<file path="src/rtl/mac_rr_scheduler_if.sv">
// rtl/mac_rr_scheduler_if.sv - requester/MAC/response bundle for mac_rr_scheduler
//
// Purpose: groups every handshake and bus signal of the scheduler.
//   slave  modport: the scheduler itself
//   master modport: the requesters, the MAC and the status observer
// Signals:
//   req_valid/req_ready        per-requester issue handshake (N_REQ bits)
//   req_a..req_e               packed operands, requester i at [i*DATA_WIDTH +: DATA_WIDTH]
//   mac_start/mac_ready        issue strobe into the MAC and its accept
//   mac_a..mac_e               operands presented to the MAC with mac_start
//   mac_done/mac_result        in-order MAC completions
//   rsp_valid/rsp_data         one-hot result strobe and data back to requesters
//   inflight/idle/err_orphan   tag FIFO occupancy, quiescence, sticky orphan flag
interface mac_rr_scheduler_if #(
  parameter int DATA_WIDTH = 32,
  parameter int N_REQ      = 4,
  parameter int TAG_DEPTH  = 8
);
  localparam int CNT_W = $clog2(TAG_DEPTH) + 1;

  logic [N_REQ-1:0]            req_valid;
  logic [N_REQ-1:0]            req_ready;
  logic [N_REQ*DATA_WIDTH-1:0] req_a;
  logic [N_REQ*DATA_WIDTH-1:0] req_b;
  logic [N_REQ*DATA_WIDTH-1:0] req_c;
  logic [N_REQ*DATA_WIDTH-1:0] req_d;
  logic [N_REQ*DATA_WIDTH-1:0] req_e;
  logic                        mac_start;
  logic                        mac_ready;
  logic [DATA_WIDTH-1:0]       mac_a;
  logic [DATA_WIDTH-1:0]       mac_b;
  logic [DATA_WIDTH-1:0]       mac_c;
  logic [DATA_WIDTH-1:0]       mac_d;
  logic [DATA_WIDTH-1:0]       mac_e;
  logic                        mac_done;
  logic [DATA_WIDTH-1:0]       mac_result;
  logic [N_REQ-1:0]            rsp_valid;
  logic [DATA_WIDTH-1:0]       rsp_data;
  logic [CNT_W-1:0]            inflight;
  logic                        idle;
  logic                        err_orphan;

  modport slave (
    input  req_valid, req_a, req_b, req_c, req_d, req_e,
    input  mac_ready, mac_done, mac_result,
    output req_ready, mac_start, mac_a, mac_b, mac_c, mac_d, mac_e,
    output rsp_valid, rsp_data, inflight, idle, err_orphan
  );

  modport master (
    output req_valid, req_a, req_b, req_c, req_d, req_e,
    output mac_ready, mac_done, mac_result,
    input  req_ready, mac_start, mac_a, mac_b, mac_c, mac_d, mac_e,
    input  rsp_valid, rsp_data, inflight, idle, err_orphan
  );
endinterface

</file>
<file path="src/rtl/mac_rr_scheduler.sv">
// rtl/mac_rr_scheduler.sv - round-robin sharing of one pipelined MAC between N_REQ requesters
//
// Purpose: picks one requester per cycle (round-robin from r_rr_ptr), issues its
// operands to the MAC, remembers the requester ID in an in-order tag FIFO and
// routes each mac_done result back as a one-hot rsp_valid one cycle later.
// Ports:
//   ap_clk    clock
//   ap_rst_n  asynchronous active-low reset
//   bus       mac_rr_scheduler_if.slave (requester, MAC and response signals)
module mac_rr_scheduler #(
  parameter int DATA_WIDTH = 32,
  parameter int N_REQ      = 4,
  parameter int TAG_DEPTH  = 8,
  parameter int ID_W       = $clog2(N_REQ)
) (
  input  logic                 ap_clk,
  input  logic                 ap_rst_n,
  mac_rr_scheduler_if.slave    bus
);
  localparam int PTR_W = $clog2(TAG_DEPTH);
  localparam int CNT_W = PTR_W + 1;

  logic [ID_W-1:0]       r_rr_ptr;
  logic [ID_W-1:0]       r_tag_mem [TAG_DEPTH];
  logic [PTR_W-1:0]      r_wr_ptr;
  logic [PTR_W-1:0]      r_rd_ptr;
  logic [CNT_W-1:0]      r_count;
  logic [N_REQ-1:0]      r_rsp_valid;
  logic [DATA_WIDTH-1:0] r_rsp_data;
  logic                  r_err_orphan;

  logic                  w_grant_found;
  logic [ID_W-1:0]       w_grant_id;
  logic [ID_W:0]         w_cand;
  logic                  w_can_issue;
  logic                  w_issue;
  logic                  w_pop;

  // Scan rr_ptr, rr_ptr+1, ... (mod N_REQ); the extra bit in w_cand keeps the
  // wrap-around sum from overflowing before the modulo correction.
  always_comb begin
    w_grant_found = 1'b0;
    w_grant_id    = '0;
    w_cand        = '0;
    for (int k = 0; k < N_REQ; k++) begin
      w_cand = {1'b0, r_rr_ptr} + (ID_W+1)'(k);
      if (w_cand >= (ID_W+1)'(N_REQ)) begin
        w_cand = w_cand - (ID_W+1)'(N_REQ);
      end
      for (int i = 0; i < N_REQ; i++) begin
        if (!w_grant_found && bus.req_valid[i] && (w_cand == (ID_W+1)'(i))) begin
          w_grant_found = 1'b1;
          w_grant_id    = ID_W'(i);
        end
      end
    end
  end

  // Occupancy check uses the pre-pop count: a pop this cycle frees a slot next cycle.
  assign w_can_issue = bus.mac_ready & (r_count < CNT_W'(TAG_DEPTH));
  assign w_issue     = w_grant_found & w_can_issue;
  assign w_pop       = bus.mac_done & (r_count != '0);

  assign bus.req_ready = w_issue ? (N_REQ'(1) << w_grant_id) : '0;
  assign bus.mac_start = w_issue;

  // Operand mux; with no grant w_grant_id is 0, so requester 0 is presented.
  always_comb begin
    bus.mac_a = bus.req_a[DATA_WIDTH-1:0];
    bus.mac_b = bus.req_b[DATA_WIDTH-1:0];
    bus.mac_c = bus.req_c[DATA_WIDTH-1:0];
    bus.mac_d = bus.req_d[DATA_WIDTH-1:0];
    bus.mac_e = bus.req_e[DATA_WIDTH-1:0];
    for (int i = 1; i < N_REQ; i++) begin
      if (w_grant_id == ID_W'(i)) begin
        bus.mac_a = bus.req_a[i*DATA_WIDTH +: DATA_WIDTH];
        bus.mac_b = bus.req_b[i*DATA_WIDTH +: DATA_WIDTH];
        bus.mac_c = bus.req_c[i*DATA_WIDTH +: DATA_WIDTH];
        bus.mac_d = bus.req_d[i*DATA_WIDTH +: DATA_WIDTH];
        bus.mac_e = bus.req_e[i*DATA_WIDTH +: DATA_WIDTH];
      end
    end
  end

  always_ff @(posedge ap_clk or negedge ap_rst_n) begin
    if (!ap_rst_n) begin
      r_rr_ptr     <= '0;
      r_wr_ptr     <= '0;
      r_rd_ptr     <= '0;
      r_count      <= '0;
      r_rsp_valid  <= '0;
      r_rsp_data   <= '0;
      r_err_orphan <= 1'b0;
    end else begin
      if (w_issue) begin
        r_wr_ptr <= r_wr_ptr + 1'b1;
        r_rr_ptr <= (w_grant_id == ID_W'(N_REQ-1)) ? '0 : w_grant_id + 1'b1;
      end
      if (w_pop) begin
        r_rd_ptr   <= r_rd_ptr + 1'b1;
        r_rsp_data <= bus.mac_result;
      end
      case ({w_issue, w_pop})
        2'b10:   r_count <= r_count + 1'b1;
        2'b01:   r_count <= r_count - 1'b1;
        default: r_count <= r_count;
      endcase
      r_rsp_valid <= w_pop ? (N_REQ'(1) << r_tag_mem[r_rd_ptr]) : '0;
      if (bus.mac_done && (r_count == '0)) begin
        r_err_orphan <= 1'b1;
      end
    end
  end

  // Tag storage needs no reset: pointers and count define which entries are live.
  always_ff @(posedge ap_clk) begin
    if (w_issue) begin
      r_tag_mem[r_wr_ptr] <= w_grant_id;
    end
  end

  assign bus.rsp_valid  = r_rsp_valid;
  assign bus.rsp_data   = r_rsp_data;
  assign bus.inflight   = r_count;
  assign bus.idle       = ~|bus.req_valid & (r_count == '0);
  assign bus.err_orphan = r_err_orphan;
endmodule

</file>
<file path="src/flat_wrapper.sv">
// flat-port wrapper written by rule: the top's interface ports become plain ports
module mac_rr_scheduler_flat 
#(
  parameter int DATA_WIDTH = 32,
  parameter int N_REQ      = 4,
  parameter int TAG_DEPTH  = 8,
  parameter int ID_W       = $clog2(N_REQ)
)
  (ap_clk, ap_rst_n, bus_req_valid, bus_req_a, bus_req_b, bus_req_c, bus_req_d, bus_req_e, bus_mac_ready, bus_mac_done, bus_mac_result, bus_req_ready, bus_mac_start, bus_mac_a, bus_mac_b, bus_mac_c, bus_mac_d, bus_mac_e, bus_rsp_valid, bus_rsp_data, bus_inflight, bus_idle, bus_err_orphan);
  mac_rr_scheduler_if #(.DATA_WIDTH(DATA_WIDTH), .N_REQ(N_REQ), .TAG_DEPTH(TAG_DEPTH)) bus_i ();
  input  logic ap_clk;
  input  logic ap_rst_n;
  input wire logic [$bits(bus_i.req_valid)-1:0] bus_req_valid;
  input wire logic [$bits(bus_i.req_a)-1:0] bus_req_a;
  input wire logic [$bits(bus_i.req_b)-1:0] bus_req_b;
  input wire logic [$bits(bus_i.req_c)-1:0] bus_req_c;
  input wire logic [$bits(bus_i.req_d)-1:0] bus_req_d;
  input wire logic [$bits(bus_i.req_e)-1:0] bus_req_e;
  input wire logic [$bits(bus_i.mac_ready)-1:0] bus_mac_ready;
  input wire logic [$bits(bus_i.mac_done)-1:0] bus_mac_done;
  input wire logic [$bits(bus_i.mac_result)-1:0] bus_mac_result;
  output wire logic [$bits(bus_i.req_ready)-1:0] bus_req_ready;
  output wire logic [$bits(bus_i.mac_start)-1:0] bus_mac_start;
  output wire logic [$bits(bus_i.mac_a)-1:0] bus_mac_a;
  output wire logic [$bits(bus_i.mac_b)-1:0] bus_mac_b;
  output wire logic [$bits(bus_i.mac_c)-1:0] bus_mac_c;
  output wire logic [$bits(bus_i.mac_d)-1:0] bus_mac_d;
  output wire logic [$bits(bus_i.mac_e)-1:0] bus_mac_e;
  output wire logic [$bits(bus_i.rsp_valid)-1:0] bus_rsp_valid;
  output wire logic [$bits(bus_i.rsp_data)-1:0] bus_rsp_data;
  output wire logic [$bits(bus_i.inflight)-1:0] bus_inflight;
  output wire logic [$bits(bus_i.idle)-1:0] bus_idle;
  output wire logic [$bits(bus_i.err_orphan)-1:0] bus_err_orphan;
  assign bus_i.req_valid = bus_req_valid;
  assign bus_i.req_a = bus_req_a;
  assign bus_i.req_b = bus_req_b;
  assign bus_i.req_c = bus_req_c;
  assign bus_i.req_d = bus_req_d;
  assign bus_i.req_e = bus_req_e;
  assign bus_i.mac_ready = bus_mac_ready;
  assign bus_i.mac_done = bus_mac_done;
  assign bus_i.mac_result = bus_mac_result;
  assign bus_req_ready = bus_i.req_ready;
  assign bus_mac_start = bus_i.mac_start;
  assign bus_mac_a = bus_i.mac_a;
  assign bus_mac_b = bus_i.mac_b;
  assign bus_mac_c = bus_i.mac_c;
  assign bus_mac_d = bus_i.mac_d;
  assign bus_mac_e = bus_i.mac_e;
  assign bus_rsp_valid = bus_i.rsp_valid;
  assign bus_rsp_data = bus_i.rsp_data;
  assign bus_inflight = bus_i.inflight;
  assign bus_idle = bus_i.idle;
  assign bus_err_orphan = bus_i.err_orphan;
  mac_rr_scheduler #(.DATA_WIDTH(DATA_WIDTH), .N_REQ(N_REQ), .TAG_DEPTH(TAG_DEPTH), .ID_W(ID_W)) u_core (.ap_clk(ap_clk), .ap_rst_n(ap_rst_n), .bus(bus_i));
endmodule
</file>
<file path="config.mk">
export PLATFORM = sky130hd
export DESIGN_NAME = mac_rr_scheduler_flat
export DESIGN_NICKNAME = d
export VERILOG_FILES = /design/src/rtl/mac_rr_scheduler_if.sv /design/src/rtl/mac_rr_scheduler.sv /design/src/flat_wrapper.sv
export SDC_FILE = /design/constraint.sdc
export NUM_CORES = 1
export LEC_CHECK = 0
export ABC_AREA = 1
export CAP_MARGIN = 20
export CORE_AREA = 2 2 348 350
export CTS_BUF_LIST = sky130_fd_sc_hd__clkbuf_8
export CTS_CLUSTER_SIZE = 12
export DETAILED_ROUTE_END_ITERATION = 10
export DIE_AREA = 0 0 350 352
export SYNTH_ARGS = -nofsm -noshare
export SYNTH_HDL_FRONTEND = slang
export SYNTH_SLANG_ARGS = --single-unit
</file>
<file path="constraint.sdc">
create_clock -name ap_clk -period 3.4 [get_ports ap_clk]
set_input_delay 0.34 -clock ap_clk [delete_from_list [all_inputs] [get_ports ap_clk]]
set_output_delay 0.34 -clock ap_clk [all_outputs]
set_load 0.005 [all_outputs]
</file>
==> qor.csv <==
stage;metric;value;unit
outcome;status;finished, violations left;
outcome;failing checks;negative setup slack;
cells_and_area;Post-layout nets;3217;
clocking;CTS tree;built;
floorplan;Die Span Y;352;um
clocking;worst skew pair latency;0.35;ns
yosys;Post-Synthesis Cell Area;7580;um2
yosys;Syn Inst Count;1406;
clocking;H-tree depth;3;
global_routing;vias in the first global route;14600;
floorplan;initial cell density of the core;0.0635;
placed_design;RD Place Congestion;0.975;
yosys;top post-synthesis cells by area;nand2_1 30%, o21ai_0 22%, dfrtp_1 16%;
yosys;list of most frequent post-synthesis cells;612 x nand2_1, 335 x o21ai_0, 170 x nand3_1, 99 x clkbuf_1, 49 x dfrtp_1;
sta;Final Max Slew Viols;0;
clocking;clock slew at reported path FFs;0.07;ns
clocking;Clock Sink Count;65;
yosys;top cell type by total area after synthesis;nand2_1;
pwr;Tot Pwr;37.4;mW
setup_path;Buf/Inv on CP;12;
yosys;Ys Warns;0;
setup_path;kind of critical path;flop to output port;
yosys;Seq/Total Area, Yosys;0.225;
routing;# DRC;0;
cells_and_area;layout cell share with drive strength beyond 1;0.386;
pwr;pwr dens;1510;nW/um2
floorplan;# IOs;887;
sta;fin crit share;1.20;
job;number of max-cap violations;0;
clocking;CTS buffer count;9;
sta;min Tclk post-route;4.08;ns
sta;unrepaired setup endpoints after global routing;yes;
sta;slew at the pin closest to its max-slew limit;1.00;ns
yosys;Yosys reg bits;65;
yosys;Distinct cells, synth;29;
global_routing;first-pass GRT wire length;119;mm
sta;final hold vios;0;
setup_path;Crit. End Element;output port;
sta;setup total negative slack;-80.82;ns
placed_design;dpl hpwl;72.5;mm
global_routing;total global-route track usage;0.141;
cells_and_area;Syn-to-layout area delta;227;%
yosys;ys flop type;dfrtp_1;
routing;first drt pass iteration count;5;
yosys;count leader, synth;nand2_1;
setup_path;CP max-delay cell;dfrtp_2;
yosys;Syn Area/Cell;5.39;um2
yosys;Async SR Flop Fraction;0.754;
floorplan;Die ar.;123000;um2
setup_path;crit-path max FO;7;
global_routing;overflow left after global routing;0;
placed_design;I/O Buffers;886;
global_routing;initial antenna violation count;31;
yosys;Synth Net Count;2095;
min_path;Hold Path Class;flop to flop;
floorplan;total core area;119000;um2
placed_design;dpl ws;-1.00;ns
global_routing;largest net degree at the start of global routing;59;
yosys;number of flops mapped to enable cells by yosys;16;
sta;Setup Skew;0.00577;ns
routing;total wire length;95.8;mm
setup_path;Worst EP arrival;3.74;ns
sta;final setup fails;163;
routing;WL/cell;23.0;um
routing;Iteration-0 DRC Markers;968;
setup_path;Critical Path Start Type;flop;
pwr;peak supply drop;0.702;mV
floorplan;Die W;350;um
yosys;top-area cell type share of the netlist area;0.303;
sta;Final Hold Slack;0.472;ns
setup_path;Worst EP required;3.06;ns
sta;slew margin rel.;0.330;
setup_path;CP max stage delay;0.49;ns
pwr;P_leak;10.3;nW
sta;Worst Setup Slack, final;-0.678;ns
floorplan;row count;127;
routing;via count;14900;
clocking;Root Buffer;clkbuf_8;
clocking;CTS Buffer Depth;2;
setup_path;cell family with most CP delay;buffers and inverters;
sta;Fmax;0.245;GHz
routing;Vias/cell;3.57;
routing;Routed Antenna Nets;0;
area by class of cell:
cell class | count | area [um2]
repair buffers | 1225 | 13000
fillers | 13200 | 94600
inverters | 30 | 158
diodes | 17 | 42.5
well taps | 1612 | 2020
clock buffers | 9 | 124
flip-flops and latches | 65 | 1710
multi-input cells | 1197 | 7650
clock inverters | 7 | 71.3
logic make-up (layout without fill, tap and decap cells):
family / after synthesis / in the layout / share of synthesized area
DFF: 65 / 65 / 0.225
buffers and inverters: 144 / 1271 / 0.0725
other: 0 / 17 / 0
and+or+nand+nor: 837 / 837 / 0.450
xor gates and xnor gates: 7 / 7 / 0.00809
adders and majority gates: 9 / 9 / 0.0149
muxes: 1 / 1 / 0.00149
AOI/OAI and AO/OA: 343 / 343 / 0.228
flip-flops by register name (all words and copies together) (netlist names):
signal,count
u_core.r_rr_ptr,2
u_core.r_rd_ptr,3
u_core.bus.rsp_valid,4
u_core.bus.err_orphan,1
u_core.r_tag_mem,16
u_core.r_wr_ptr,3
u_core.bus.rsp_data,32
u_core.bus.inflight,4
final timing paths:
check,start,end,slack (ns),depth (start not counted)
setup / recovery,u_core.r_rr_ptr[0],bus_mac_e[16],-0.68,28
hold / removal,u_core.bus.rsp_data[21],u_core.bus.rsp_data[21],0.47,2
setup reg to reg,u_core.r_rr_ptr[0],u_core.r_tag_mem[6][0],0.90,18
hold reg to reg,u_core.bus.rsp_data[21],u_core.bus.rsp_data[21],0.47,2
max in group asynchronous,ap_rst_n,u_core.bus.rsp_data[27],2.07,3
min in group asynchronous,ap_rst_n,u_core.bus.rsp_valid[3],0.54,2
metal layers:
| layer | track usage | wire length [um] | vias to the layer above |
|---|---|---|---|
| met2 | 0.258 | 49200 | 764 |
| met1 | 0.148 | 33600 | 6978 |
| met5 | 0 | 65 | - |
| met4 | 0.0432 | 3110 | 10 |
| met3 | 0.0535 | 9900 | 149 |
| li1 | - | - | 6967 |
worst reg2reg max path, stage by stage, from the launching register on:
cell	delay (ns)
dfrtp_2	0.49
nor2_4	0.15
nand2_2	0.06
nand2_2	0.09
nor2_4	0.04
buf_4	0.13
buf_6	0.11
nand4_1	0.09
nand3_1	0.10
nor2_1	0.11
nand2_1	0.07
nor2_1	0.10
nand2_1	0.07
inv_2	0.08
nand2_4	0.06
buf_6	0.12
buf_4	0.13
buf_8	0.11
buf_4	0.15
timing repair:
item                                   4_1_cts  5_1_grt
buffers inserted                           137       63
setup endpoints to repair                  163      164
resized for setup                         1064      517
pin swaps                                   97      146
hold buffers                                 1        0
endpoints found under the hold margin       20        0
cloned                                      19        5
where the power goes:
part / leakage (nW) / internal [mW] / total (mW) / switching (mW)
Sequential: 0.740 / 1.08 / 1.27 / 0.189
Combinational: 9.45 / 17.6 / 35.4 / 17.8
Clock: 0.0930 / 0.336 / 0.646 / 0.309
Total: 10.3 / 19.0 / 37.4 / 18.3
layout by cell type, fill, tap and decap left out, types with 73 or more instances in the layout:
cell             synthesis  final
buf_12                   0     79
buf_2                    7     88
buf_4                    0    150
buf_6                    0    116
clkdlybuf4s50_1          0    721
nand2_1                612    472
nand2_2                  1     73
nand3_2                  0    110
o21ai_1                  0    135
o21ai_2                  0    149
through the flow:
stage	area [um2]	util	instances
finish	24800	0.208	4162
global route	24800	0.207	4155
CTS	23000	0.193	4113
detailed placement	19800	0.166	3964
global placement	19800	0.166	3964
floorplan	7580	-	1406
(Power assumes the default switching activity.)
